## config.mk

```make
export PLATFORM = sky130hd
export DESIGN_NAME = bus_transfer_scheduler
export DESIGN_NICKNAME = d
export VERILOG_FILES = /design/src/rtl/bus_transfer_scheduler.sv
export SDC_FILE = /design/constraint.sdc
export NUM_CORES = 1
export LEC_CHECK = 0
export BUFFER_PORTS_ARGS = -buffer_cell sky130_fd_sc_hd__clkbuf_2
export CAP_MARGIN = 20
export CORE_UTILIZATION = 59
export DETAILED_ROUTE_END_ITERATION = 8
export GPL_ROUTABILITY_DRIVEN = 0
export HOLD_SLACK_MARGIN = 0.03
export PLACE_DENSITY = 0.8
export SLEW_MARGIN = 20
export SYNTH_ARGS = -nofsm -noshare
export SYNTH_HDL_FRONTEND = slang
export SYNTH_SLANG_ARGS = --single-unit
```

## constraint.sdc

```tcl
create_clock -name clock -period 5.8 [get_ports clock]
set_input_delay 0.29 -clock clock [delete_from_list [all_inputs] [get_ports clock]]
set_output_delay 0.29 -clock clock [all_outputs]
set_load 0.01 [all_outputs]
```

## src/rtl/bus_transfer_scheduler.sv

```systemverilog
// bus_transfer_scheduler
// ---------------------------------------------------------------------------
// Purpose:
//   Queues (source, destination) register-transfer commands from the control
//   unit and issues at most one per cycle onto the shared CPU bus. Each issued
//   transfer drives the bus-mux select and a one-hot destination load enable
//   that is high for exactly one cycle.
//
// Handshake (command side):
//   cmd_valid/cmd_ready are strict valid/ready. A command transfers at a
//   rising clock edge where both are high. cmd_ready is high whenever the FIFO
//   is not full and does not depend on cmd_valid. While cmd_valid is high and
//   cmd_ready is low, the source keeps the command stable.
//
// Ports:
//   clock      in   rising-edge clock
//   reset_n    in   asynchronous active-low reset
//   cmd_valid  in   command present
//   cmd_ready  out  FIFO can accept (not full)
//   cmd_src    in   bus source code (valid codes 0..NUM_SRC-1)
//   cmd_dst    in   destination code, decoded one-hot onto dst_en
//   hold       in   stall; no issue while high (pushes still accepted)
//   bus_sel    out  bus-mux select; holds its last value when idle
//   dst_en     out  one-hot destination load enable, one cycle per transfer
//   xfer_done  out  pulses together with each non-zero dst_en
//   err_src    out  one-cycle pulse when a popped command has an invalid source
//   busy       out  FIFO non-empty or a transfer on the bus
//   level      out  FIFO occupancy
//
// Build option:
//   BUS_XFER_BYPASS_EN - when defined, a command accepted while the FIFO is
//   empty and hold is low goes straight to the output registers at the same
//   edge (1-edge latency, level stays 0).
// ---------------------------------------------------------------------------
module bus_transfer_scheduler #(
  parameter int DEPTH   = 4,
  parameter int SEL_W   = 5,
  parameter int NUM_SRC = 24
) (
  input  logic                    clock,
  input  logic                    reset_n,
  input  logic                    cmd_valid,
  output logic                    cmd_ready,
  input  logic [SEL_W-1:0]        cmd_src,
  input  logic [SEL_W-1:0]        cmd_dst,
  input  logic                    hold,
  output logic [SEL_W-1:0]        bus_sel,
  output logic [(2**SEL_W)-1:0]   dst_en,
  output logic                    xfer_done,
  output logic                    err_src,
  output logic                    busy,
  output logic [$clog2(DEPTH):0]  level
);

  localparam int AW = $clog2(DEPTH);
  localparam int DW = 2 ** SEL_W;
  localparam logic [AW:0]    DepthVal  = (AW + 1)'(DEPTH);
  localparam logic [SEL_W:0] NumSrcVal = (SEL_W + 1)'(NUM_SRC);

  logic [SEL_W-1:0] srcMem [DEPTH];
  logic [SEL_W-1:0] dstMem [DEPTH];
  logic [AW-1:0]    wrPtr;
  logic [AW-1:0]    rdPtr;
  logic [AW:0]      count;

  logic             fifoEmpty;
  logic             fifoFull;
  logic             accept;
  logic             bypass;
  logic             doPush;
  logic             doPop;
  logic             issueValid;
  logic [SEL_W-1:0] issueSrc;
  logic [SEL_W-1:0] issueDst;
  logic             srcOk;
  logic [DW-1:0]    dstOneHot;

  assign fifoEmpty = (count == '0);
  assign fifoFull  = (count == DepthVal);
  assign cmd_ready = !fifoFull;
  assign accept    = cmd_valid && !fifoFull;

`ifdef BUS_XFER_BYPASS_EN
  // An empty, unstalled queue lets a new command skip straight to issue.
  assign bypass = accept && fifoEmpty && !hold;
`else
  assign bypass = 1'b0;
`endif

  assign doPush = accept && !bypass;
  assign doPop  = !fifoEmpty && !hold;

  // The head of the FIFO takes priority; bypass only happens when it is empty.
  assign issueValid = doPop || bypass;
  assign issueSrc   = doPop ? srcMem[rdPtr] : cmd_src;
  assign issueDst   = doPop ? dstMem[rdPtr] : cmd_dst;
  assign srcOk      = ({1'b0, issueSrc} < NumSrcVal);
  assign dstOneHot  = DW'(1) << issueDst;

  // Storage needs no reset: entries are only read when count says they exist.
  always_ff @(posedge clock) begin
    if (doPush) begin
      srcMem[wrPtr] <= cmd_src;
      dstMem[wrPtr] <= cmd_dst;
    end
  end

  always_ff @(posedge clock or negedge reset_n) begin
    if (!reset_n) begin
      wrPtr <= '0;
      rdPtr <= '0;
      count <= '0;
    end else begin
      if (doPush) wrPtr <= wrPtr + 1'b1;
      if (doPop)  rdPtr <= rdPtr + 1'b1;
      case ({doPush, doPop})
        2'b10:   count <= count + 1'b1;
        2'b01:   count <= count - 1'b1;
        default: count <= count;
      endcase
    end
  end

  // Output registers. bus_sel only moves on a valid issue so the bus mux
  // never glitches through an idle or rejected cycle.
  always_ff @(posedge clock or negedge reset_n) begin
    if (!reset_n) begin
      bus_sel   <= '0;
      dst_en    <= '0;
      xfer_done <= 1'b0;
      err_src   <= 1'b0;
    end else if (issueValid && srcOk) begin
      bus_sel   <= issueSrc;
      dst_en    <= dstOneHot;
      xfer_done <= 1'b1;
      err_src   <= 1'b0;
    end else begin
      dst_en    <= '0;
      xfer_done <= 1'b0;
      err_src   <= issueValid;
    end
  end

  assign busy  = !fifoEmpty || (dst_en != '0);
  assign level = count;

endmodule

```

==> metrics.txt, run 1 <==
status=finished, final reports clean; CP arrival=2710 ps; Synth area leader=edfxtp_1; fin util=70.9%; #FFs+latches synth=86; Post-synth EDFFs=40; Worst Setup EP=level[1]; NumNets Final=302; setup violators final=0; RSZ-0062 raised after global routing=false; critical path fanouts, max=7; vias in the first global route=1,970; Post-Syn Nets=237; Netlist Area Pre-Place=3360 sq um; DP Area=3710 sq um; max-cap violations=0; Fillers=378; Finished Cell Area=3900 sq um; largest net degree at the start of global routing=47; setup TNS=0 ps; Async S/R FF share, synth=53.5%; number of cells upsized or downsized after cts=0; first-pass GRT wire length=9.78 mm; Tightest Pin Transition=619 ps; Slew Limit Headroom=58.8%; core area=5510 sq um; Pre-antenna DRT Iters=4; initial antenna violation count=0; Post-synth top cells=dfrtp_1 (46), edfxtp_1 (40), nor2_1 (24), nand2_1 (13), nor3_1 (13); DR DRC count=0; Reg2Reg Depth=7; GRT overflow=0; worst reg-to-reg setup slack=3350 ps; via count of the routed design=2,022; hpwl dp=4.46 mm; CP startpoint kind=flip-flop; post-CTS setup buffer count=0; Layout Area Growth over Synthesis=16.2%; Leak=1.69 nW; Port Buf Inserts=57; Final Cycle Share=42.3%; mean routed wirelength per cell=17.1 um; Seq/Total Area, Yosys=70.0%; Synth Area per Inst=15.5 sq um; post-synthesis cell type count=37; maximum clock frequency=0.408 GHz; Setup crit end kind=flip-flop; Synth Instances=217; Inserted Clock Buffers=9; Die Area=6000 sq um; ant diodes=0; initial core utilization=61.0%; Reg-to-Reg Start=level[0]; worst path required time=6050 ps; top-count cell post-synth=dfrtp_1; Setup crit start=level[0]; Final Hold Vio Count=0; CTS clk-pin slew, worst paths=90 ps; die width=77.5 um; PD cells=477 nW/um^2; worst skew pair latency=350 ps; root buf cell=clkbuf_8; Hold Path Class=in2reg; vias per std cell=5.63; Tmin final=2450 ps; synth top area cells=edfxtp_1 (36%), dfrtp_1 (34%), mux4_1 (3.9%); critical path class=reg2reg; I/O Pins=58; share of cells above drive strength 1=30.3%; area of the multi-input gates=950 sq um; top_reg_cell synth=dfrtp_1; initial DRC count=114; Synth top area share=35.7%; Cell Rows=27; Max VDD drop=0.266 mV; Reg-to-Reg End=level[1]; yosys warns=0; final wirelength=6.13 mm; register area=2350 sq um; Setup Skew=12.3 ps; GR Util All Layers=22.8%; Die Span Y=77.5 um; Final Slew Violations=0; H-Tree Depth=3; TritonCTS clock tree=done; Clock Tree Buf Depth=2; CTS Sinks=86; Detail Route Antenna Nets=0
## metal layers
layer | track usage, % | vias up | routed length [um]
met5 | 0 | - | 0
li1 | - | 925 | -
met4 | 11.7 | 0 | 112
met3 | 6.82 | 10 | 367
met2 | 36.7 | 91 | 3140
met1 | 27.9 | 996 | 2510
## critical path: stages, from the launching register on
cell     delay (ps)
dfrtp_1         450
nor3_4          420
or2_1           380
inv_1           180
ha_1            240
inv_1            80
fa_1            420
o21ai_0         200
## layout make-up
type	count	area share, %
clock inverters	5	1.35
clock buffers	11	3.37
multi-input cells	119	24.3
flip-flops and latches	86	60.3
inverters	8	0.769
well taps	72	2.31
repair buffers	58	7.63
## timing repair
| item | 4_1_cts | 5_1_grt |
|---|---|---|
| hold buffers | 0 | 1 |
| endpoints found under the hold margin | 0 | 46 |
| endpoints found under the setup margin | 0 | 0 |
## through the flow
step / power, mW / hold WS, ps / worst slack [ps] / cells
5_1_grt: 1.97 / 141 / 3150 / 359
3_3_place_gp: 1.45 / 491 / 3460 / 342
6_report: 1.86 / 160 / 3350 / 359
2_1_floorplan: 1.29 / -5.59 / 3710 / 217
4_1_cts: 1.87 / 144 / 3340 / 358
3_5_place_dp: 1.48 / 496 / 3350 / 342
## state kept, by name (all words and copies together) (netlist names)
register	cells
bus_sel	5
dstMem	20
dst_en	32
err_src	1
level	3
rdPtr	2
srcMem	20
wrPtr	2
xfer_done	1
## cell families after synthesis
group | share of synthesized area, %
fa+ha+maj | 2.46
buf+inv | 1.75
xor+xnor | 1.56
simple gates | 14.3
mux | 8.90
compound gates | 1.04
flops | 70.0
## layout by cell type (no fill, tap or decap), drive strengths merged, types with 3 or more instances in the layout
cell    instances
mux4           10
nor3b           6
mux2            4
ha              5
dfrtp          46
nand3           3
and3            4
inv             8
clkinv          3
nor3           15
nand2          13
nor4           10
xnor2           4
nor2           24
clkbuf         67
edfxtp         40
or2             3
## report_power, final
group | switching [mW] | internal, mW
Sequential | 0.0916 | 0.768
Combinational | 0.363 | 0.247
Clock | 0.195 | 0.197
Total | 0.650 | 1.21
## worst min path at each step
stage,from,cells past startpoint,end
5_1_grt,cmd_src[1],1,srcMem[2][1]
2_1_floorplan,reset_n,0,bus_sel[0]
6_report,cmd_src[2],1,srcMem[2][2]
3_3_place_gp,bus_sel[1],1,bus_sel[1]
3_5_place_dp,bus_sel[0],1,bus_sel[0]
4_1_cts,cmd_src[1],1,srcMem[0][1]
No activity file was read; power rests on OpenSTA's default activity.
==> inputs of run 2 (changes only) <==
--- a/config.mk
+++ b/config.mk
@@ -5,13 +5,14 @@
 export SDC_FILE = /design/constraint.sdc
 export NUM_CORES = 1
 export LEC_CHECK = 0
+export ABC_AREA = 1
 export BUFFER_PORTS_ARGS = -buffer_cell sky130_fd_sc_hd__clkbuf_2
 export CAP_MARGIN = 20
-export CORE_UTILIZATION = 59
+export CORE_UTILIZATION = 56
 export DETAILED_ROUTE_END_ITERATION = 8
 export GPL_ROUTABILITY_DRIVEN = 0
 export HOLD_SLACK_MARGIN = 0.03
-export PLACE_DENSITY = 0.8
+export PLACE_DENSITY = 0.76
 export SLEW_MARGIN = 20
 export SYNTH_ARGS = -nofsm -noshare
 export SYNTH_HDL_FRONTEND = slang
==> constraint.sdc (replaced) <==
create_clock -name clock -period 2.55 [get_ports clock]
set_input_delay 0.1275 -clock clock [delete_from_list [all_inputs] [get_ports clock]]
set_output_delay 0.1275 -clock clock [all_outputs]
set_load 0.01 [all_outputs]
==> run 2 against run 1 <==
Against the previous run: die area rose by 15%; synthesized area rose by 9.3%; highest routed layer unchanged; wire length rose by 15%; combinational power rose to 2.8 times the previous value; sequential power rose by 120%.
==> metrics.txt, run 2 <==
top-count cell post-synth=nand2_1; Die Span Y=83.0 um; initial DRC count=188; Final Hold Vio Count=0; GRT overflow=0; vias per std cell=5.25; Leak=2.10 nW; Clock Tree Buf Depth=2; Synth area leader=edfxtp_1; PD cells=1080 nW/um^2; most common cell after layout, fill and taps aside=nand2_1; yosys warns=0; Reg2Reg Depth=9; first-pass GRT wire length=11.7 mm; CP startpoint kind=flip-flop; worst skew pair latency=350 ps; setup violators final=0; sw frac=37.7%; NumNets Final=438; TritonCTS clock tree=done; Synth Instances=342; Slew Limit Headroom=48.2%; Reg-to-Reg Start=level[0]; Reg-to-Reg End=level[2]; status=finished, final reports clean; Reg with most FFs=dst_en; ant diodes=0; Setup Slack @ Placement=467 ps; synth top area cells=edfxtp_1 (33%), dfrtp_1 (31%), nand2_1 (7.1%); Reg power frac=39.4%; CP dominant cell by count=nand2_1; Tightest Pin Transition=777 ps; maximum clock frequency=0.478 GHz; Setup Skew=6.50 ps; critical path fanouts, max=8; Detail Route Antenna Nets=0; post-synthesis cell type count=26; Comb pwr share=36.5%; critical path class=reg2reg; Cell Rows=29; CP peak stage delay=440 ps; Port Buf Inserts=57; initial core utilization=57.9%; worst path required time=2780 ps; slowest CP cell=dfrtp_1; Top Registers=dst_en x32, dstMem x20, srcMem x20; Hold Path End=dstMem[1][3]; Final WS setup=459 ps; #FFs+latches synth=86; GR Util All Layers=22.0%; Inserted Clock Buffers=9; Post-synth top cells=nand2_1 (69), dfrtp_1 (46), nor2_1 (44), edfxtp_1 (40), inv_1 (36); CTS Sinks=86; Synth Area per Inst=10.7 sq um; hpwl dp=4.69 mm; Final Slew Violations=0; max FFs per register=32; die width=83.0 um; CP arrival=2320 ps; Int Power=2.94 mW; H-Tree Depth=3; Die Area=6890 sq um; Synth top area share=32.7%; Setup crit end kind=flip-flop; share of cells above drive strength 1=24.6%; Hold Path Class=in2reg; Pre-antenna DRT Iters=4; final wirelength=7.05 mm; Layout Area Growth over Synthesis=18.7%; CTS clk-pin slew, worst paths=80 ps; Max VDD drop=0.584 mV; RSZ-0062 raised after global routing=false; initial antenna violation count=0; post-CTS setup buffer count=0; top_reg_cell synth=dfrtp_1; Hold Crit Start=cmd_dst[3]; Seq/Total Area, Yosys=64.0%; Final Cycle Share=82.0%; worst reg-to-reg setup slack=460 ps; setup TNS=0 ps; Tmin final=2090 ps; hold path depth=1; Post-Syn Nets=362; max-cap violations=0; via count of the routed design=2,626; Post-synth EDFFs=40; Netlist Area Pre-Place=3670 sq um; Async S/R FF share, synth=53.5%; number of cells upsized or downsized after cts=0; root buf cell=clkbuf_8; vias in the first global route=2,498; DR DRC count=0; mean routed wirelength per cell=14.1 um; Clk pwr share=24.1%; worst path cell trace=nor2_4 > nand2_1 > nand2_1 > ha_1 > inv_1 > fa_1 > a21oi_1 > o21ai_0 > xor2_1; largest net degree at the start of global routing=32; core area=6350 sq um; commonest non-fill, non-tap cells in the layout=nand2_1 (69), clkbuf_2 (57), dfrtp_1 (46), nor2_1 (44), edfxtp_1 (40); Switching Power=1.78 mW; I/O Pins=58
-- run 2: cell count changes after synthesis, moves of 6 or more --
| cell | change |
|---|---|
| inv_1 | +28 |
| nor2_1 | +20 |
| nand2_4 | +6 |
| buf_6 | +7 |
| nor3_1 | -6 |
| nand3_1 | +27 |
| nand2_1 | +56 |
-- run 2: metrics by stage --
| step | power [mW] | util, % | hold slack, ps | cell area [sq um] | cells |
|---|---|---|---|---|---|
| floorplan | 3.18 | - | -168 | 3670 | 342 |
| global route | 5.02 | 68.7 | 50.1 | 4360 | 500 |
| CTS | 4.75 | 68.7 | 30.2 | 4360 | 500 |
| finish | 4.72 | 68.7 | 55.2 | 4360 | 500 |
| detailed placement | 3.59 | 63.2 | 236 | 4020 | 474 |
| global placement | 3.53 | 63.2 | 225 | 4020 | 474 |
-- run 2: power groups by stage --
stage	Sequential (mW)	Combinational (mW)	Clock, mW
2_1_floorplan	1.93	1.25	0
6_report	1.86	1.72	1.14
5_1_grt	1.89	1.93	1.21
4_1_cts	1.86	1.73	1.16
3_3_place_gp	1.87	1.66	0
3_5_place_dp	1.89	1.71	0
-- run 2: worst max-delay path, delay by kind of cell (launching register included) --
family                     cells  cell delay (ps)
AOI/OAI and AO/OA              2              240
xor gates and xnor gates       1              150
adders and majority gates      2              580
buffers and inverters          1               70
DFF                            1              440
and+or+nand+nor                3              490
-- run 2: final cells by class --
class,count,area (sq um)
clock buffer,9,124
clock inverter,7,120
fill,482,1990
inverter,38,143
multi-input combinational,208,1080
sequential,86,2350
tap,77,96.3
timing repair buffer,75,445
-- run 2: what timing repair did --
| action | CTS | global route |
|---|---|---|
| hold endpoints to repair | 63 | 0 |
| endpoints found under the setup margin | 0 | 0 |
| hold buffers | 10 | 0 |
-- run 2: kinds of logic after synthesis --
group / count (synthesis) / share of synthesized area [%]
buffers and inverters: 48 / 6.61
and+or+nand+nor: 184 / 23.8
xor gates and xnor gates: 4 / 0.954
DFF: 86 / 64.0
AOI/OAI and AO/OA: 14 / 2.38
adders and majority gates: 6 / 2.25
-- run 2: worst max path at each step --
stage          startpoint       end  slack (ps)  depth (start not counted)
4_1_cts          level[0]  level[2]         450                          9
6_report         level[0]  level[2]         460                          9
2_1_floorplan    level[0]  level[2]         530                          9
3_5_place_dp     level[0]  level[2]         470                          9
3_3_place_gp     level[0]  level[2]         550                          9
5_1_grt          level[0]  level[2]         360                          9
-- run 2: routing by layer --
| layer | track usage, % | up-vias | wire length [um] |
|---|---|---|---|
| li1 | - | 1265 | - |
| met1 | 29.4 | 1260 | 3060 |
| met4 | 9.25 | 0 | 133 |
| met2 | 35.5 | 85 | 3490 |
| met5 | 0 | - | 0 |
| met3 | 4.27 | 16 | 362 |
